==> src/rtl/shared_pkg.sv <==
// Shared definitions for the SPI slave front end: FSM state codes and the
// two-bit control field carried in rx_data[9:8].
package shared_pkg;

  typedef logic [2:0] state_t;

  localparam state_t IDLE      = 3'd0;
  localparam state_t CHK_CMD   = 3'd1;
  localparam state_t WRITE     = 3'd2;
  localparam state_t READ_ADD  = 3'd3;
  localparam state_t READ_DATA = 3'd4;

  // Control field of a received word; passed through to the RAM untouched.
  typedef enum logic [1:0] {
    WR_ADDR = 2'b00,
    WR_DATA = 2'b01,
    RD_ADDR = 2'b10,
    RD_DATA = 2'b11
  } ctrl_e;

endpackage

==> src/rtl/spi_slave_if_if.sv <==
// Bundle of SPI pins plus the RAM-side word/read-data handshake.
interface spi_slave_if_if #(
  parameter int unsigned RX_WIDTH = 10,
  parameter int unsigned TX_WIDTH = 8
);
  logic                SS_n;
  logic                MOSI;
  logic                MISO;
  logic [RX_WIDTH-1:0] rx_data;
  logic                rx_valid;
  logic [TX_WIDTH-1:0] tx_data;
  logic                tx_valid;

  // View of the SPI slave block itself.
  modport slave (
    input  SS_n, MOSI, tx_data, tx_valid,
    output MISO, rx_data, rx_valid
  );

  // View of the SPI master / RAM side driving the slave.
  modport master (
    output SS_n, MOSI, tx_data, tx_valid,
    input  MISO, rx_data, rx_valid
  );
endinterface

==> src/rtl/spi_tx_serializer.sv <==
// MSB-first parallel-to-serial shifter for read data returned by the RAM.
// MISO is forced low whenever no word is being shifted out.
module spi_tx_serializer #(
  parameter int unsigned WIDTH = 8
) (
  input  logic             clk,
  input  logic             rst_n,
  input  logic             load,
  input  logic             clear,
  input  logic [WIDTH-1:0] data,
  output logic             miso
);

  localparam int unsigned CntW = (WIDTH > 1) ? $clog2(WIDTH) : 1;
  localparam logic [CntW-1:0] LastCnt = CntW'(WIDTH - 1);

  logic [WIDTH-1:0] sh_q;
  logic [CntW-1:0]  cnt_q;
  logic             busy_q;

  // Load, then shift one bit per cycle until WIDTH bits have been presented.
  always_ff @(posedge clk or negedge rst_n) begin
    if (!rst_n) begin
      sh_q   <= '0;
      cnt_q  <= '0;
      busy_q <= 1'b0;
    end else if (clear) begin
      sh_q   <= '0;
      cnt_q  <= '0;
      busy_q <= 1'b0;
    end else if (load) begin
      sh_q   <= data;
      cnt_q  <= '0;
      busy_q <= 1'b1;
    end else if (busy_q) begin
      sh_q  <= {sh_q[WIDTH-2:0], 1'b0};
      cnt_q <= cnt_q + 1'b1;
      if (cnt_q == LastCnt) begin
        busy_q <= 1'b0;
      end
    end
  end

  assign miso = busy_q & sh_q[WIDTH-1];

endmodule

==> src/rtl/spi_slave_if.sv <==
// SPI slave front end: frames 10-bit MOSI words for the RAM and serializes
// RAM read data back on MISO after a read-data command.
module spi_slave_if
  import shared_pkg::*;
#(
  parameter int unsigned RX_WIDTH = 10,
  parameter int unsigned TX_WIDTH = 8
) (
  input logic            clk,
  input logic            rst_n,
  spi_slave_if_if.slave  bus
);

  // Index of the counter value at which bit 0 of the frame is sampled.
  localparam logic [3:0] LastBit = 4'(RX_WIDTH - 2);

  state_t              state_q, state_d;
  logic [3:0]          cnt_q, cnt_d;
  logic [RX_WIDTH-1:0] shift_q, shift_d;
  logic [RX_WIDTH-1:0] rx_data_q, rx_data_d;
  logic                rx_valid_q, rx_valid_d;
  logic                rd_addr_seen_q, rd_addr_seen_d;
  // Frame fully received; block now holds until SS_n rises.
  logic                done_q, done_d;
  // Read-data frame complete, waiting for the RAM's first tx_valid.
  logic                wait_tx_q, wait_tx_d;
  logic                tx_load;
  logic                tx_clear;

  // Next-state and datapath decisions for the framing FSM.
  always_comb begin
    state_d        = state_q;
    cnt_d          = cnt_q;
    shift_d        = shift_q;
    rx_data_d      = rx_data_q;
    rx_valid_d     = 1'b0;
    rd_addr_seen_d = rd_addr_seen_q;
    done_d         = done_q;
    wait_tx_d      = wait_tx_q;
    tx_load        = 1'b0;
    tx_clear       = 1'b0;

    case (state_q)
      IDLE: begin
        cnt_d     = '0;
        done_d    = 1'b0;
        wait_tx_d = 1'b0;
        if (!bus.SS_n) begin
          state_d = CHK_CMD;
        end
      end

      CHK_CMD: begin
        if (bus.SS_n) begin
          state_d = IDLE;
        end else begin
          shift_d = {{(RX_WIDTH-1){1'b0}}, bus.MOSI};
          cnt_d   = '0;
          if (!bus.MOSI) begin
            state_d = WRITE;
          end else if (!rd_addr_seen_q) begin
            state_d = READ_ADD;
          end else begin
            state_d = READ_DATA;
          end
        end
      end

      WRITE, READ_ADD, READ_DATA: begin
        if (bus.SS_n) begin
          // Abort: drop the partial frame, leave rd_addr_seen alone.
          state_d   = IDLE;
          cnt_d     = '0;
          done_d    = 1'b0;
          wait_tx_d = 1'b0;
          tx_clear  = 1'b1;
        end else if (!done_q) begin
          shift_d = {shift_q[RX_WIDTH-2:0], bus.MOSI};
          cnt_d   = cnt_q + 4'd1;
          if (cnt_q == LastBit) begin
            rx_valid_d = 1'b1;
            rx_data_d  = shift_d;
            done_d     = 1'b1;
            cnt_d      = '0;
            if (state_q == READ_ADD) begin
              rd_addr_seen_d = 1'b1;
            end
            if (state_q == READ_DATA) begin
              rd_addr_seen_d = 1'b0;
              wait_tx_d      = 1'b1;
            end
          end
        end else if (wait_tx_q && bus.tx_valid) begin
          tx_load   = 1'b1;
          wait_tx_d = 1'b0;
        end
      end

      default: begin
        state_d = IDLE;
      end
    endcase
  end

  // State and datapath registers, cleared asynchronously by rst_n.
  always_ff @(posedge clk or negedge rst_n) begin
    if (!rst_n) begin
      state_q        <= IDLE;
      cnt_q          <= '0;
      shift_q        <= '0;
      rx_data_q      <= '0;
      rx_valid_q     <= 1'b0;
      rd_addr_seen_q <= 1'b0;
      done_q         <= 1'b0;
      wait_tx_q      <= 1'b0;
    end else begin
      state_q        <= state_d;
      cnt_q          <= cnt_d;
      shift_q        <= shift_d;
      rx_data_q      <= rx_data_d;
      rx_valid_q     <= rx_valid_d;
      rd_addr_seen_q <= rd_addr_seen_d;
      done_q         <= done_d;
      wait_tx_q      <= wait_tx_d;
    end
  end

  assign bus.rx_data  = rx_data_q;
  assign bus.rx_valid = rx_valid_q;

  spi_tx_serializer #(
    .WIDTH(TX_WIDTH)
  ) u_tx_serializer (
    .clk   (clk),
    .rst_n (rst_n),
    .load  (tx_load),
    .clear (tx_clear),
    .data  (bus.tx_data),
    .miso  (bus.MISO)
  );

endmodule

==> src/flat_wrapper.sv <==
// flat-port wrapper written by rule: the top's interface ports become plain ports
module spi_slave_if_flat import shared_pkg::*;
#(
  parameter int unsigned RX_WIDTH = 10,
  parameter int unsigned TX_WIDTH = 8
)
  (clk, rst_n, bus_SS_n, bus_MOSI, bus_tx_data, bus_tx_valid, bus_MISO, bus_rx_data, bus_rx_valid);
  spi_slave_if_if #(.RX_WIDTH(RX_WIDTH), .TX_WIDTH(TX_WIDTH)) bus_i ();
  input logic clk;
  input logic rst_n;
  input wire logic [$bits(bus_i.SS_n)-1:0] bus_SS_n;
  input wire logic [$bits(bus_i.MOSI)-1:0] bus_MOSI;
  input wire logic [$bits(bus_i.tx_data)-1:0] bus_tx_data;
  input wire logic [$bits(bus_i.tx_valid)-1:0] bus_tx_valid;
  output wire logic [$bits(bus_i.MISO)-1:0] bus_MISO;
  output wire logic [$bits(bus_i.rx_data)-1:0] bus_rx_data;
  output wire logic [$bits(bus_i.rx_valid)-1:0] bus_rx_valid;
  assign bus_i.SS_n = bus_SS_n;
  assign bus_i.MOSI = bus_MOSI;
  assign bus_i.tx_data = bus_tx_data;
  assign bus_i.tx_valid = bus_tx_valid;
  assign bus_MISO = bus_i.MISO;
  assign bus_rx_data = bus_i.rx_data;
  assign bus_rx_valid = bus_i.rx_valid;
  spi_slave_if #(.RX_WIDTH(RX_WIDTH), .TX_WIDTH(TX_WIDTH)) u_core (.clk(clk), .rst_n(rst_n), .bus(bus_i));
endmodule
==> config.mk <==
export PLATFORM = sky130hd
export DESIGN_NAME = spi_slave_if_flat
export DESIGN_NICKNAME = d
export VERILOG_FILES = /design/src/rtl/shared_pkg.sv /design/src/rtl/spi_slave_if_if.sv /design/src/rtl/spi_tx_serializer.sv /design/src/rtl/spi_slave_if.sv /design/src/flat_wrapper.sv
export SDC_FILE = /design/constraint.sdc
export NUM_CORES = 1
export LEC_CHECK = 0
export CORE_MARGIN = 5
export CORE_UTILIZATION = 55
export CTS_CLUSTER_SIZE = 14
export DETAILED_ROUTE_END_ITERATION = 7
export PLACE_DENSITY = 0.87
export SLEW_MARGIN = 20
export SYNTH_ARGS = -nofsm -noshare
export SYNTH_HDL_FRONTEND = slang
export SYNTH_SLANG_ARGS = --single-unit
==> constraint.sdc <==
create_clock -name clk -period 5.5 [get_ports clk]
set_input_delay 1.1 -clock clk [delete_from_list [all_inputs] [get_ports clk]]
set_output_delay 1.1 -clock clk [all_outputs]
set_load 0.02 [all_outputs]
# Word-level counts from Yosys, hierarchy flattened

Index checks and enable logic that the tools add are counted.

Word-level logic and storage cells: 91
Bits of input ports: 13
Register bits after elaboration: 42

$add $sub $neg: 2
Bitwise gates (word level): 3
Reduce and logical (&&, ||, !) cells: 14
Mux-type cells: 46
Equality and inequality tests: 15

Operators with widths:

| kind                                                                     | count |
|---|---|
| 9-bit two-way mux                                                        | 3 |
| 3-bit two-way mux                                                        | 8 |
| 8-bit two-way mux                                                        | 3 |
| 1-bit two-way mux                                                        | 23 |
| 9-bit one-hot mux with 2 select lines                                    | 1 |
| 4-bit two-way mux                                                        | 4 |
| 4-bit one-hot mux with 3 select lines                                    | 1 |
| 4-bit AND reduction                                                      | 3 |
| 2-bit inequality test (second input constant)                            | 5 |
| 3-bit one-hot mux with 3 select lines                                    | 1 |
| 4-bit by 2-bit inequality test with 1-bit output (second input constant) | 2 |
| 3-bit by 2-bit equality test with 1-bit output (second input constant)   | 2 |
| 3-bit equality test (second input constant)                              | 2 |
| 2-bit nonzero test                                                       | 3 |
| 3-bit nonzero test                                                       | 2 |
| 5-bit AND reduction                                                      | 1 |
| 4-bit by 1-bit adder with 4-bit output (second input constant)           | 1 |
| 4-bit equality test (second input constant)                              | 1 |
| 4-bit inequality test (second input constant)                            | 1 |
| 1-bit one-hot mux with 2 select lines                                    | 2 |
| 3-bit by 1-bit adder with 3-bit output (second input constant)           | 1 |
| 3-bit by 1-bit equality test with 1-bit output (second input constant)   | 1 |
| 3-bit zero test                                                          | 1 |
| 3-bit inequality test (second input constant)                            | 1 |
| 6 further kinds                                                          | 7 |

# Depth between registers and ports, before layout

Gate-level depths: netlist (run 1).

Depth after elaboration: 7
Gate-level depth with buffers: 7

# By module

Synthesis (run 1) repeated with hierarchy kept, for this count alone.

Cells, all modules: 184
Area, all modules: 2028.2 µm²

By module, submodules not included:

| module            | area each (µm²) | cells each | times used |
|---|---|---|---|
| spi_slave_if      | 1433.9          | 133        | 1 |
| spi_tx_serializer | 594.3           | 51         | 1 |

# Least setup slack after synthesis (run 1)

Ideal clock, no wire load.

Kind: input port to flip-flop
From: input bus_SS_n
To: register u_core.cnt_q[1]
Path buffers: 1
Data required time: 5380 ps
Arrival time: 2220 ps
Stages on the path: 4
Setup time: 120 ps
Setup slack: 3159 ps
Cell sequence: clkbuf_1 > a221oi_1 > a21oi_1 > a41o_1

Word-level cells in the longest chain between the ends: 2

Ends and longest elaborated chain:

| element                                                                                              | line                | text |
|---|---|---|
| from (decl)                                                                                          | flat_wrapper.sv:11  | `input wire logic [$bits(bus_i.SS_n)-1:0] bus_SS_n;` |
| 3-bit inequality test (no source line), or another cell as far along                                 | -                   |  |
| 3-bit AND reduction (no source line) / 4-bit one-hot mux with 3 select lines (equally long branches) | -                   |  |
| to (signal assigned)                                                                                 | spi_slave_if.sv:118 | `cnt_q <= cnt_d;` |
| to (decl)                                                                                            | spi_slave_if.sv:18  | `logic [3:0] cnt_q, cnt_d;` |

Parallel ways exist; a longest one is shown, timed or not.
A chain may end at the register's enable or synchronous reset.

# Worst setup path after layout (run 1)

From: register u_core.u_tx_serializer.busy_q
To: output bus_MISO

Word-level cells in the longest chain between the ends: 1

Ends and longest elaborated chain:

| element                | line                    | text |
|---|---|---|
| from (decl)            | spi_tx_serializer.sv:19 | `logic busy_q;` |
| from (signal assigned) | spi_tx_serializer.sv:26 | `busy_q <= 1'b0;` |
| from (signal assigned) | spi_tx_serializer.sv:30 | `busy_q <= 1'b0;` |
| from (signal assigned) | spi_tx_serializer.sv:34 | `busy_q <= 1'b1;` |
| 1-bit AND              | spi_tx_serializer.sv:44 | `assign miso = busy_q & sh_q[WIDTH-1];` |
| to (decl)              | flat_wrapper.sv:15      | `output wire logic [$bits(bus_i.MISO)-1:0] bus_MISO;` |

Every way passes these cells.

==> results of run 1 <==
## flip-flops by register name, indices dropped and copies added (netlist names)
signal / flops
u_core.cnt_q: 4
u_core.u_tx_serializer.sh_q: 8
u_core.bus.rx_data: 10
u_core.u_tx_serializer.busy_q: 1
u_core.state_q: 3
u_core.u_tx_serializer.cnt_q: 3
u_core.rd_addr_seen_q: 1
u_core.shift_q: 9
u_core.bus.rx_valid: 1
u_core.done_q: 1
u_core.wait_tx_q: 1
## power breakdown
part           leakage (nW)  total (mW)  switching (mW)  internal, mW
logic                 0.382      0.0681          0.0374        0.0307
clock network        0.0514       0.239           0.104         0.135
registers             0.575       0.344          0.0178         0.326
total                  1.01       0.652           0.159         0.492
## cells in the mapped netlist, types with 2 or more instances
| cell | n |
|---|---|
| o221ai_1 | 6 |
| a21oi_2 | 2 |
| a22oi_1 | 7 |
| clkbuf_1 | 6 |
| buf_6 | 2 |
| a32oi_1 | 2 |
| nor3_1 | 5 |
| o2bb2ai_1 | 2 |
| ha_1 | 4 |
| inv_1 | 13 |
| nor2b_1 | 4 |
| a21oi_1 | 11 |
| nand2_1 | 25 |
| o21ai_0 | 4 |
| nand3_1 | 3 |
| o211ai_1 | 3 |
| mux2i_1 | 7 |
| nor2_1 | 5 |
| nand2b_1 | 4 |
| buf_2 | 2 |
| dfrtp_1 | 42 |
| o21bai_1 | 2 |
| mux2_2 | 14 |
## worst paths after layout
kind	start	endpoint	slack, ps	cells past startpoint
setup / recovery	u_core.u_tx_serializer.busy_q	bus_MISO	2400	3
hold / removal	u_core.cnt_q[0]	u_core.cnt_q[0]	510	1
setup reg to reg	u_core.state_q[1]	u_core.bus.rx_data[6]	2970	3
hold reg to reg	u_core.cnt_q[0]	u_core.cnt_q[0]	510	1
max in group asynchronous	rst_n	u_core.done_q	4000	1
min in group asynchronous	rst_n	u_core.u_tx_serializer.sh_q[4]	930	1
## through the flow
stage | std cells | area, sq um | total power, mW | hold WS, ps
final | 267 | 2450 | 0.652 | 509
after global routing | 267 | 2450 | 0.678 | 527
after CTS | 267 | 2450 | 0.659 | 514
after detailed placement | 259 | 2340 | 0.418 | 495
after global placement | 259 | 2340 | 0.414 | 485
after floorplan | 198 | 2110 | 0.391 | 475
## routing by layer
metal	vias to the layer above	wire [um]	track usage [%]
li1	753	-	-
met1	787	1940	23.1
met2	30	2120	28.1
met3	9	177	4.71
met4	0	86	6.89
met5	-	0	0
## final cells by class
cell class | count | area (sq um) | share of cell area (%)
Clock buffer | 6 | 72.6 | 2.96
Clock inverter | 2 | 37.5 | 1.53
Inverter | 14 | 52.6 | 2.14
Multi-Input combinational cell | 131 | 945 | 38.5
Sequential cell | 42 | 1050 | 42.8
Tap cell | 48 | 60.1 | 2.45
Timing Repair Buffer | 24 | 235 | 9.59
## logic make-up after synthesis
| logic type | Yosys count | synth area share (%) |
|---|---|---|
| muxes | 21 | 10.8 |
| AOI/OAI and AO/OA | 50 | 18.4 |
| adders and majority gates | 5 | 2.85 |
| DFF | 42 | 49.9 |
| and+or+nand+nor | 54 | 12.4 |
| xor gates and xnor gates | 1 | 0.416 |
| buffers and inverters | 25 | 5.28 |
## worst reg2reg max path: stages (launching register included)
cell,delay (ps)
dfrtp_1,530
or3b_1,600
a2111oi_4,860
mux2_2,430
==> impl_metrics.tcl, run 1 <==
set metrics [dict create \
    num_io_pins 25 \
    initial_utilization_pct 57.1 \
    cp_slowest_cell "clkdlybuf4s50_1" \
    synth_nets 215 \
    cts-root-buf "clkbuf_8" \
    die_y_um 71.9 \
    clk_pin_slew_ps 80 \
    grt_max_degree 43 \
    cpPeakStageDelay_ps 620 \
    hpwl_um 2900 \
    vdd_drop_max_v 0.000118 \
    skew_ps 6.41 \
    ys_ff_latch 42 \
    crit_path_start_kind "flip-flop" \
    via_per_inst 5.91 \
    die_w_um 71.9 \
    setup_viol 0 \
    drc 0 \
    p_leak_nw 1.01 \
    rsz0062_at_grt "no" \
    ys_async_sr_fraction_pct 100 \
    crit_chain "clkinv_1 -> nor2_1 -> clkdlybuf4s50_1" \
    drt_wl_total_um 4320 \
    grt_pass1_wl_um 7070 \
    arrival_ps 2000 \
    end_kind "output pin" \
    antenna_found_initial 0 \
    drtAntennaViolNets 0 \
    cp_top_family "buffers and inverters" \
    layout_setup_ws_ps 2400 \
    cts_hold_buf 0 \
    status "complete, no violations" \
    yosysSeqAreaShare_pct 49.9 \
    num_vias 1579 \
    drive_above_1_share_pct 11.9 \
    finalCritPeriodShare_pct 56.3 \
    synthToLayoutAreaGrowth_pct 16.4 \
    cts_made_buffers 5 \
    cts_resized 0 \
    io_buffers 24 \
    grt_overflow 0 \
    hold_viol 0 \
    yosysTopAreaCell "dfrtp_1" \
    clock.fmax_mhz 323 \
    layout.nets 235 \
    first_pass_iters 4 \
    synth_edf_count 0 \
    dp_slack_ps 2140 \
    fillers 292 \
    clk_latency_ps 300 \
    drt_iter0_drc 113 \
    synth_area_leaders "dfrtp_1, mux2_2, nand2_1" \
    layout_commonest_cell "dfrtp_1" \
    ys_warn_count 0 \
    grtUsageTotal_pct 17.7 \
    cts.sinks 42 \
    critPathMaxFanout 10 \
    grt_pass1_vias 1483 \
    critical_path_class "flip-flop to output pin" \
    cp.required_ps 4400 \
    synth_cell_type_count 46 \
    n_antenna_cell 0 \
    gp_congestion 0.852 \
    cts_tree "done" \
    ys.flop_type "dfrtp_1" \
    dieArea_sq_um 5170 \
    finalSetupTns_ps 0 \
    h-tree-depth 2 \
    hp-class "flip-flop to flip-flop" \
    num_rows 22 \
    slew_violations 0 \
    p_per_area_nw_per_um2 266 \
    path_buf_inv 2 \
    slew_headroom_pct 39.4 \
    synth_area_sq_um 2110 \
    core_sq_um 3690 \
    fin_util_pct 66.5 \
    netlist.area_leader.share_pct 49.9 \
    cts_buffer_depth 2 \
    syn_inst 198 \
    post-route-min-period_ps 3100 \
    syn_area_per_cell_sq_um 10.6 \
    maxCapViolCount 0 \
    postCtsSetupBuffers 0 \
    avgRoutedWirePerCell_um 16.2 \
    worstMarginPinSlew_ps 909 \
    most-common-layout-cells "dfrtp_1, nand2_1, clkdlybuf4s50_1" \
]
(Power assumes the default switching activity.)
==> inputs of run 2 (changes only) <==
==> constraint.sdc (replaced) <==
create_clock -name clk -period 3.15 [get_ports clk]
set_input_delay 0.63 -clock clk [delete_from_list [all_inputs] [get_ports clk]]
set_output_delay 0.63 -clock clk [all_outputs]
set_load 0.02 [all_outputs]
==> run 2 against run 1 <==
  * First-iteration DRC count increased by 81%
  * Combinational power increased by 79%
  * Design area increased by 1.3%
  * Global-route usage increased by 0.54 points
  * Register-to-register slack got worse by 2100 ps
  * Non-clock buffer count increased by 4
  * Utilization increased by 0.88 points
  * Sequential cell count unchanged
  * Clock skew decreased by 1.0 ps
  * Worst setup slack got worse by 1900 ps
  * Final cell count increased by 1.1%
  * Hold slack got worse by 47 ps
  * Critical path type unchanged
  * Critical endpoint unchanged
  * Largest power group unchanged
==> impl_metrics.tcl, run 2 (synthesized netlist as in run 1, its figures left out) <==
set metrics [dict create \
    drive_above_1_share_pct 13.5 \
    hpwl_um 2800 \
    finalCritPeriodShare_pct 82.9 \
    dieArea_sq_um 5170 \
    p_per_area_nw_per_um2 466 \
    avgRoutedWirePerCell_um 15.4 \
    cts.sinks 42 \
    cts-root-buf "clkbuf_8" \
    layout_commonest_cell "dfrtp_1" \
    finalSetupTns_ps 0 \
    cts_made_buffers 5 \
    num_rows 22 \
    r2r_slack_ps 850 \
    via_per_inst 5.83 \
    fin_cells 270 \
    cts_hold_buf 0 \
    maxCapViolCount 0 \
    grt_max_degree 43 \
    critical_path_class "flip-flop to output pin" \
    status "complete, no violations" \
    fillers 289 \
    layout.nets 239 \
    p_leak_nw 1.03 \
    critPathMaxFanout 10 \
    cp.required_ps 2520 \
    crit_path_end "bus_MISO" \
    clock.fmax_mhz 383 \
    hold_viol 0 \
    drt_wl_total_um 4150 \
    gp_congestion 0.779 \
    dpl.cell_count 263 \
    r2r-start "u_core.state_q[2]" \
    vdd_drop_max_v 0.000245 \
    rsz0062_at_grt "no" \
    hp-class "primary input to async pin" \
    initial_utilization_pct 57.1 \
    synthToLayoutAreaGrowth_pct 18.0 \
    die_y_um 71.9 \
    slew_violations 0 \
    clk_latency_ps 300 \
    antenna_found_initial 0 \
    hold_slack_ps 463 \
    io_buffers 24 \
    cts_resized 0 \
    cts_tree "done" \
    grt_pass1_wl_um 7400 \
    worstMarginPinSlew_ps 911 \
    setup_viol 0 \
    num_io_pins 25 \
    core_sq_um 3690 \
    end_kind "output pin" \
    arrival_ps 1980 \
    most-common-layout-cells "dfrtp_1, nand2_1, clkdlybuf4s50_1" \
    reg2reg_to "u_core.bus.rx_data[0]" \
    num_vias 1574 \
    skew_ps 5.36 \
    largest_reg_flops 10 \
    drc 0 \
    grt_pass1_vias 1535 \
    grt_overflow 0 \
    postCtsSetupBuffers 0 \
    reg2regPathDepth 4 \
    drtAntennaViolNets 0 \
    h-tree-depth 2 \
    cts_buffer_depth 2 \
    post-route-min-period_ps 2610 \
    grtUsageTotal_pct 18.2 \
    die_w_um 71.9 \
    first_pass_iters 4 \
    drt_iter0_drc 205 \
    n_antenna_cell 0 \
    slew_headroom_pct 39.2 \
    clk_pin_slew_ps 70 \
    crit_path_start_kind "flip-flop" \
    startpoint "u_core.u_tx_serializer.busy_q" \
]
run 2: layout make-up:
class | instances | area (sq um) | share of cell area [%]
Sequential cell | 42 | 1050 | 42.3
Multi-Input combinational cell | 131 | 945 | 38.0
Timing Repair Buffer | 28 | 265 | 10.7
Clock buffer | 6 | 82.6 | 3.32
Tap cell | 48 | 60.1 | 2.42
Inverter | 14 | 52.6 | 2.11
Clock inverter | 1 | 30.0 | 1.21
run 2: metal layers:
metal / vias to the layer above / part of all wire, % / GRT usage (%)
met3: 10 / 5.7 / 5.12
met1: 757 / 44 / 24.5
met4: 0 / 2.3 / 8.35
met5: - / 0 / 0
li1: 762 / - / -
met2: 45 / 48 / 27.3
run 2: worst min-delay path by stage:
stage	end	cells after the start
final	u_core.u_tx_serializer.sh_q[6]	1
after global routing	u_core.bus.rx_data[1]	1
after CTS	u_core.u_tx_serializer.cnt_q[1]	1
after detailed placement	u_core.bus.rx_data[8]	1
after global placement	u_core.bus.rx_data[8]	1
after floorplan	u_core.bus.rx_data[0]	0
run 2: metrics by stage:
stage | total power [mW] | area, sq um | util, % | worst slack, ps
2_1_floorplan | 0.682 | 2110 | - | 1190
3_3_place_gp | 0.728 | 2370 | 64.3 | 766
3_5_place_dp | 0.734 | 2370 | 64.3 | 707
4_1_cts | 1.17 | 2490 | 67.4 | 538
5_1_grt | 1.21 | 2490 | 67.4 | 383
6_report | 1.16 | 2490 | 67.4 | 540
run 2: report_power, final:
| group | internal [mW] | total, mW | leakage (nW) | switching [mW] |
|---|---|---|---|---|
| logic | 0.0570 | 0.122 | 0.402 | 0.0650 |
| clock network | 0.254 | 0.436 | 0.0573 | 0.182 |
| registers | 0.570 | 0.600 | 0.575 | 0.0305 |
run 2: critical path: stages, from the launching register on:
cell and delay [ps]:
dfrtp_1 560, clkinv_1 340, nor2_1 180, clkdlybuf4s50_1 610
